===== config.mk =====
export PLATFORM = sky130hd
export DESIGN_NAME = sar_conv_controller
export DESIGN_NICKNAME = d
export VERILOG_FILES = /design/src/rtl/sar_ctrl_pkg.sv /design/src/rtl/sar_phase_counter.sv /design/src/rtl/sar_conv_controller.sv
export SDC_FILE = /design/constraint.sdc
export NUM_CORES = 1
export LEC_CHECK = 0
export CAP_MARGIN = 20
export CORE_MARGIN = 10
export CORE_UTILIZATION = 48
export CTS_CLUSTER_SIZE = 25
export DETAILED_ROUTE_END_ITERATION = 16
export PLACE_DENSITY = 0.76
export SETUP_SLACK_MARGIN = 0.4
export SLEW_MARGIN = 20
export SYNTH_ARGS = -nofsm -noshare
export SYNTH_HDL_FRONTEND = slang
export SYNTH_SLANG_ARGS = --single-unit
export TNS_END_PERCENT = 10

===== constraint.sdc =====
create_clock -name ClockT -period 2 [get_ports ClockT]
set_input_delay 0.4 -clock ClockT [delete_from_list [all_inputs] [get_ports ClockT]]
set_output_delay 0.4 -clock ClockT [all_outputs]
set_load 0.02 [all_outputs]

===== src/rtl/sar_ctrl_pkg.sv =====
// rtl/sar_ctrl_pkg.sv - shared phase encoding and sizing helpers for the SAR conversion controller
package sar_ctrl_pkg;

   // Encoding is also decoded by the SAR timer from StateP; do not renumber.
   typedef enum logic [1:0] {
      ST_IDLE    = 2'b00,
      ST_SAMPLE  = 2'b01,
      ST_CONVERT = 2'b10,
      ST_DONE    = 2'b11
   } sar_state_e;

   function automatic int cnt_width(input int sample_cyc, input int settle);
      return $clog2(((sample_cyc > settle) ? sample_cyc : settle) + 1);
   endfunction

endpackage


===== src/rtl/sar_phase_counter.sv =====
// rtl/sar_phase_counter.sv - loadable down-counter timing both the sample and settle intervals
module sar_phase_counter #(
   parameter int CNT_W = 4
) (
   input  logic             clk_i,
   input  logic             rst_n_i,
   input  logic             load_i,
   input  logic [CNT_W-1:0] load_val_i,
   output logic             zero_o
);

   logic [CNT_W-1:0] cnt_q, cnt_d;

   always_comb begin
      cnt_d = cnt_q;
      if (load_i) begin
         cnt_d = load_val_i;
      end else if (cnt_q != '0) begin
         cnt_d = cnt_q - CNT_W'(1);
      end
   end

   always_ff @(posedge clk_i or negedge rst_n_i) begin
      if (!rst_n_i) begin
         cnt_q <= '0;
      end else begin
         cnt_q <= cnt_d;
      end
   end

   assign zero_o = (cnt_q == '0);

endmodule


===== src/rtl/sar_conv_controller.sv =====
// rtl/sar_conv_controller.sv - sample/convert sequencer running a bit-serial binary search on DacCode
module sar_conv_controller
   import sar_ctrl_pkg::*;
#(
   parameter int WIDTH      = 8,
   parameter int SAMPLE_CYC = 8,
   parameter int SETTLE     = 4
) (
   input  logic             ClockT,
   input  logic             Reset,
   input  logic             Start,
   input  logic             Abort,
   input  logic             CompIn,
   input  logic             Ack,
   output logic             SampleEn,
   output logic [WIDTH-1:0] DacCode,
   output logic [1:0]       StateP,
   output logic             Busy,
   output logic [WIDTH-1:0] Result,
   output logic             Valid
);

   localparam int CNT_W = cnt_width(SAMPLE_CYC, SETTLE);
   localparam int BIT_W = $clog2(WIDTH);

   sar_state_e       state_q, state_d;
   logic             sample_en_q, sample_en_d;
   logic             busy_q, busy_d;
   logic             valid_q, valid_d;
   logic [WIDTH-1:0] dac_q, dac_d;
   logic [WIDTH-1:0] result_q, result_d;
   logic [BIT_W-1:0] bit_q, bit_d;
   logic [WIDTH-1:0] code;
   logic             to_idle;
   logic             cnt_load;
   logic [CNT_W-1:0] cnt_val;
   logic             cnt_zero;

   sar_phase_counter #(.CNT_W(CNT_W)) u_phase_cnt (
      .clk_i      (ClockT),
      .rst_n_i    (Reset),
      .load_i     (cnt_load),
      .load_val_i (cnt_val),
      .zero_o     (cnt_zero)
   );

   always_comb begin
      state_d     = state_q;
      sample_en_d = sample_en_q;
      valid_d     = valid_q;
      dac_d       = dac_q;
      result_d    = result_q;
      bit_d       = bit_q;
      code        = dac_q;
      to_idle     = 1'b0;
      cnt_load    = 1'b0;
      cnt_val     = '0;

      case (state_q)
         ST_IDLE: begin
            if (Start && !Abort) begin
               state_d     = ST_SAMPLE;
               sample_en_d = 1'b1;
               cnt_load    = 1'b1;
               cnt_val     = CNT_W'(SAMPLE_CYC - 1);
            end
         end
         ST_SAMPLE: begin
            if (Abort) begin
               to_idle = 1'b1;
            end else if (cnt_zero) begin
               state_d     = ST_CONVERT;
               sample_en_d = 1'b0;
               bit_d       = BIT_W'(WIDTH - 1);
               dac_d       = {1'b1, {(WIDTH-1){1'b0}}};
               cnt_load    = 1'b1;
               cnt_val     = CNT_W'(SETTLE - 1);
            end
         end
         ST_CONVERT: begin
            if (Abort) begin
               to_idle = 1'b1;
            end else if (cnt_zero) begin
               // Resolve the bit on trial, then arm the next lower bit.
               code[bit_q] = CompIn;
               if (bit_q != '0) begin
                  code[bit_q - BIT_W'(1)] = 1'b1;
                  bit_d    = bit_q - BIT_W'(1);
                  cnt_load = 1'b1;
                  cnt_val  = CNT_W'(SETTLE - 1);
               end else begin
                  result_d = code;
                  valid_d  = 1'b1;
                  state_d  = ST_DONE;
               end
               dac_d = code;
            end
         end
         ST_DONE: begin
            if (Ack || Abort) begin
               to_idle = 1'b1;
            end
         end
         default: to_idle = 1'b1;
      endcase

      if (to_idle) begin
         state_d     = ST_IDLE;
         sample_en_d = 1'b0;
         valid_d     = 1'b0;
         dac_d       = '0;
         cnt_load    = 1'b1;
         cnt_val     = '0;
      end

      busy_d = (state_d == ST_SAMPLE) || (state_d == ST_CONVERT);
   end

   always_ff @(posedge ClockT or negedge Reset) begin
      if (!Reset) begin
         state_q     <= ST_IDLE;
         sample_en_q <= 1'b0;
         busy_q      <= 1'b0;
         valid_q     <= 1'b0;
         dac_q       <= '0;
         result_q    <= '0;
         bit_q       <= '0;
      end else begin
         state_q     <= state_d;
         sample_en_q <= sample_en_d;
         busy_q      <= busy_d;
         valid_q     <= valid_d;
         dac_q       <= dac_d;
         result_q    <= result_d;
         bit_q       <= bit_d;
      end
   end

   assign StateP   = state_q;
   assign SampleEn = sample_en_q;
   assign Busy     = busy_q;
   assign Valid    = valid_q;
   assign DacCode  = dac_q;
   assign Result   = result_q;

endmodule


Word level (Yosys, flattened, before mapping):

Index checks and enable logic that the tools add are counted.

* input bits: 6
* bits in registers: 28
* output and inout port bits: 21

* $add $sub $neg: 2
* reduce and logical (&&, ||, !) cells: 22
* bitwise operators: 3
* magnitude comparators: 4
* muxes and demuxes: 57
* equality and inequality tests: 17

Operators by type and width (count)
* 8-bit two-way mux: 6
* 2-bit two-way mux: 12
* 1-bit two-way mux: 20
* 3-bit two-way mux: 6
* 8-bit case mux with 2 select lines: 1
* 3-bit inequality test (second input constant): 5
* 4-bit two-way mux: 3
* 2-bit inequality test (second input constant): 6
* 4-bit AND reduction: 3
* 3-bit case mux with 3 select lines: 1
* 3-bit nonzero test: 3
* 8-bit bitwise mux: 1
* 3-bit by 4-bit less-than comparator with 1-bit output (second input constant): 2
* 8-bit bitwise OR: 1
* 2-bit nonzero test: 4
* 1-bit demux with 3-bit select: 2
* 2-bit == test (second input constant): 3
* 3-bit by 1-bit >= comparator with 1-bit output (second input constant): 2
* 2-bit case mux with 3 select lines: 1
* 3-bit case mux with 2 select lines: 1
* 6-bit AND reduction: 1
* 5-bit AND reduction: 1
* 2-bit by 1-bit == test with 1-bit output (second input constant): 2
* 4-bit zero test: 1
* other kinds (12): 17

Depth between registers and ports, before layout:

* depth after elaboration: 11
* gate-level depth with buffers: 7

Modules after synthesis:

From an unflattened synthesis, not the netlist that was laid out.

* cells, all modules: 183
* area total of the unflattened synthesis: 1717.9 um^2

By module, submodules not included
* sar_conv_controller: sequential area each 600.6 um^2, times used 1, area an instance 1483.9 um^2, cells an instance 161
* sar_phase_counter: sequential area each 100.1 um^2, times used 1, area an instance 234.0 um^2, cells an instance 22

Worst setup path after synthesis:

OpenSTA, ideal clock, no wires.

* kind: register -> register
* start: reg state_q[0], in the netlist StateP[0]
* end: reg dac_q[2], in the netlist DacCode[2]
* slack: -58 ps
* stages on the path, launching flop included: 7
* library setup time: 125 ps
* path buffers: 0
* arrival: 1933 ps
* period minus slack after synthesis: 2058 ps
* data required time: 1875 ps
* path through: dfrtp_1 inv_1 ha_1 a21oi_1 o22ai_1 o22ai_2 mux2_2

* longest elaborated chain between the ends: 5

Ends and longest elaborated chain
* from (decl): RTL line sar_conv_controller.sv:26 `sar_state_e state_q, state_d;`
* from (signal assigned): RTL line sar_conv_controller.sv:129 `state_q <= state_d;`
* 2-bit == test / 2-bit by 1-bit == test with 1-bit output (equally long branches): RTL line sar_conv_controller.sv:59 `case (state_q)`
* 2-bit OR reduction (no source line)
* 1-bit case mux with 2 select lines: RTL line sar_conv_controller.sv:59
* 3-bit inequality test (no source line) / 3-bit nonzero test (equally long branches)
* 5-bit AND reduction (no source line)
* to (signal assigned): RTL line sar_conv_controller.sv:125 `dac_q <= '0;`
* to (signal assigned): RTL line sar_conv_controller.sv:133 `dac_q <= dac_d;`
* to (decl): RTL line sar_conv_controller.sv:30 `logic [WIDTH-1:0] dac_q, dac_d;`

Several ways; a longest one is shown, not always the timed one.
A chain may end at the register's enable or synchronous reset.

Worst setup path in the final report:

* start: reg state_q[1], in the netlist StateP[1]
* end: reg dac_q[2], in the netlist DacCode[2]

Same word-level chain as after synthesis.

==> metrics.md <==
| Metric | Value |
|---|---|
| Status | completed |
| #FFs+latches synth | 28 |
| Synth cell count leaders | dfrtp_1, o21ai_0, nand2_1 |
| Starting Density | 0.499 |
| Pin count of the biggest net entering global routing | 29 |
| Fin area | 2380 sq um |
| Top cells by area, synth | dfrtp_1, ha_1, o21ai_0, mux2i_1, a21oi_1 |
| Fin. max-slew vios | 0 |
| Post-CTS Hold Buffers | 0 |
| Share of cells above drive strength 1 | 0.278 |
| EDFF count, synth | 0 |
| Warnings from Yosys | 0 |
| DP HPWL | 3140 um |
| Prevailing post-synth register cell | dfrtp_1 |
| Fin. Hold Viols | 0 |
| Max_slew headroom | 0.675 |
| Largest area contributor in the netlist | dfrtp_1 |
| DR pass1 iterations | 4 |
| Minimum clock period | 1.80 ns |
| RSZ-0062 raised after global routing | yes |
| Fin util | 0.708 |
| TritonCTS clock tree | done |
| Mapped Cells | 177 |
| Most common cell in the synthesized netlist | dfrtp_1 |
| Post-synthesis async set-or-reset flop share | 1.00 |
| Clock transition at the registers of the reported paths | 0.15 ns |
| Static Leak | 0.00105 uW |
| Syn_area_per_cell | 9.49 sq um |
| Worst hold-check path type | input pin to async pin |
| Sw frac | 0.430 |
| Reg power frac | 0.254 |
| Max Root-Sink Buffers | 2 |
| GR Util All Layers | 0.137 |
| Max-cap viol count | 0 |
| Routed len/inst | 15.9 um |
| Overflow after GRT | 0 |
| Int Pwr | 1860 uW |
| Yosys top cell area share | 0.417 |
| Root Driver | clkbuf_4 |
| Fin crit share | 0.901 |
| Setup Crit Path Kind | flop to flop |
| Req. time, crit path | 2.24 ns |
| Final setup fails | 0 |
| PwrDens | 1370 nW/um^2 |
| Post-route DRC | 0 |
| GPL Wtd Cong | 0.908 |
| Clk_lat worst skew | 0.34 ns |
| DP Worst Slack | -0.156 ns |
| Syn_nets | 192 |
| Ant diodes | 0 |
| Gate power share | 0.669 |
| Drt via density | 5.62 |
| Syn-to-layout area delta | 41.7% |
| Initial antenna violation count | 0 |
| IO Count | 27 |
| Die Footprint | 6260 sq um |
| Seq/Total Area, Yosys | 0.417 |
| Slew @ Worst Pin | 0.487 ns |
| Die H | 79.1 um |
| Clk pwr share | 0.077 |
| Crit end category | flop |
| F_max | 555 MHz |
| # nets final | 246 |
| Final ANT Viol Nets | 0 |
| Total CTS buffers | 3 |
| Core Rows | 21 |
| Count of cell types in the netlist | 37 |
| Startpoint Class | flop |
| Syn Std Cell Area | 1680 sq um |
| Post-DP Area | 2150 sq um |
| Clock sinks | 28 |
| Worst Clk Skew | 0.00146 ns |
| CP max FO | 5 |
| DR vias | 1,551 |
| Sw power | 1400 uW |
| WP data arrival | 2.04 ns |
| Max VDD drop | 1.22 mV |
| Final WS setup | 0.198 ns |
| Final wirelength | 4380 um |
| Total Power | 3270 uW |
| Die Span X | 79.1 um |
| H-tree depth | 1 |
| Iteration-0 DRC Markers | 153 |
| Vias in the first global route | 1,449 |
| First-pass GRT wire length | 7130 um |
| Core area | 3360 sq um |
| PortBufs | 26 |
## registers in the layout, summed over array words and instances (netlist names)
name / flops
bit_q: 3
SampleEn: 1
Result: 8
u_phase_cnt.cnt_q: 4
DacCode: 8
StateP: 2
Valid: 1
Busy: 1
## power groups by stage
stage	sequential, uW	clock, uW	combinational [uW]
after floorplan	902	0	1150
after global placement	840	0	1700
after detailed placement	845	0	1740
after CTS	820	252	1990
after global routing	843	277	2370
final	831	252	2190
## logic make-up (layout without fill, tap and decap cells)
logic type,Yosys count,after routing,share of synthesized area
compound gates,48,48,0.182
simple gates,61,61,0.202
xor+xnor,5,5,0.0261
flops,28,28,0.417
buf+inv,14,67,0.0313
fa+ha+maj,9,9,0.0671
mux,12,12,0.0745
## critical path, stage by stage (launching register included)
cell and delay, ns:
dfrtp_2 0.48, buf_4 0.16, ha_2 0.17, a21oi_4 0.18
o22ai_4 0.10, o22ai_4 0.28, mux2_4 0.33
## what timing repair did
action,4_1_cts,5_1_grt
setup endpoints to repair,49,49
setup buffers,9,6
pin swaps,6,3
hold endpoints to repair,0,0
resized for setup,15,11
## through the flow
step / cells / setup TNS (ns) / hold slack (ns)
5_1_grt: 276 / 0 / 0.438
2_1_floorplan: 177 / 0 / 0.104
6_report: 276 / 0 / 0.416
4_1_cts: 270 / 0 / 0.430
3_3_place_gp: 257 / -0.383 / 0.461
3_5_place_dp: 257 / -0.670 / 0.479
## final timing paths
check / from / to / slack, ns / cells after the start
worst min-delay path: Reset / Busy / 0.42 / 2
min in group ClockT: Result[2] / Result[2] / 0.50 / 2
worst max-delay path: StateP[1] / DacCode[2] / 0.20 / 6
worst min register to register: Result[2] / Result[2] / 0.50 / 2
max in group asynchronous: Reset / StateP[0] / 1.30 / 2
worst max register to register: StateP[1] / DacCode[2] / 0.20 / 6
## routing by layer
layer,share of wire,vias up,GRT usage
met5,0,-,0
met4,0.0071,0,0.0305
met3,0.066,5,0.0293
met2,0.47,43,0.216
met1,0.45,759,0.186
li1,-,744,-
## final cells by class
cell class / instances / area [sq um]
clock buffers: 4 / 26.3
multi-input cells: 135 / 1070
fillers: 258 / 983
repair buffers: 56 / 490
inverters: 7 / 28.8
flip-flops and latches: 28 / 703
well taps: 46 / 57.6
## cells in the final DEF, fill, tap and decap left out, types with 2 or more instances in the layout
master and instances:
nand2b_1 7, nand2_1 16, nor2_1 13, o21ai_0 15, mux2_4 3, nor3_1 5
xnor2_1 2, inv_2 4, clkdlybuf4s50_1 24, a22o_1 5, dfrtp_2 2, clkbuf_4 3
ha_4 3, dfrtp_1 26, inv_1 2, a21oi_1 11, buf_6 2, mux2i_1 8
o21ai_1 2, o22ai_4 2, nand3_1 6, ha_2 5, dlygate4sd2_1 2, buf_4 28
or3_1 3, xor2_1 3, and3_1 3
Power figures use the tool's default switching activity.
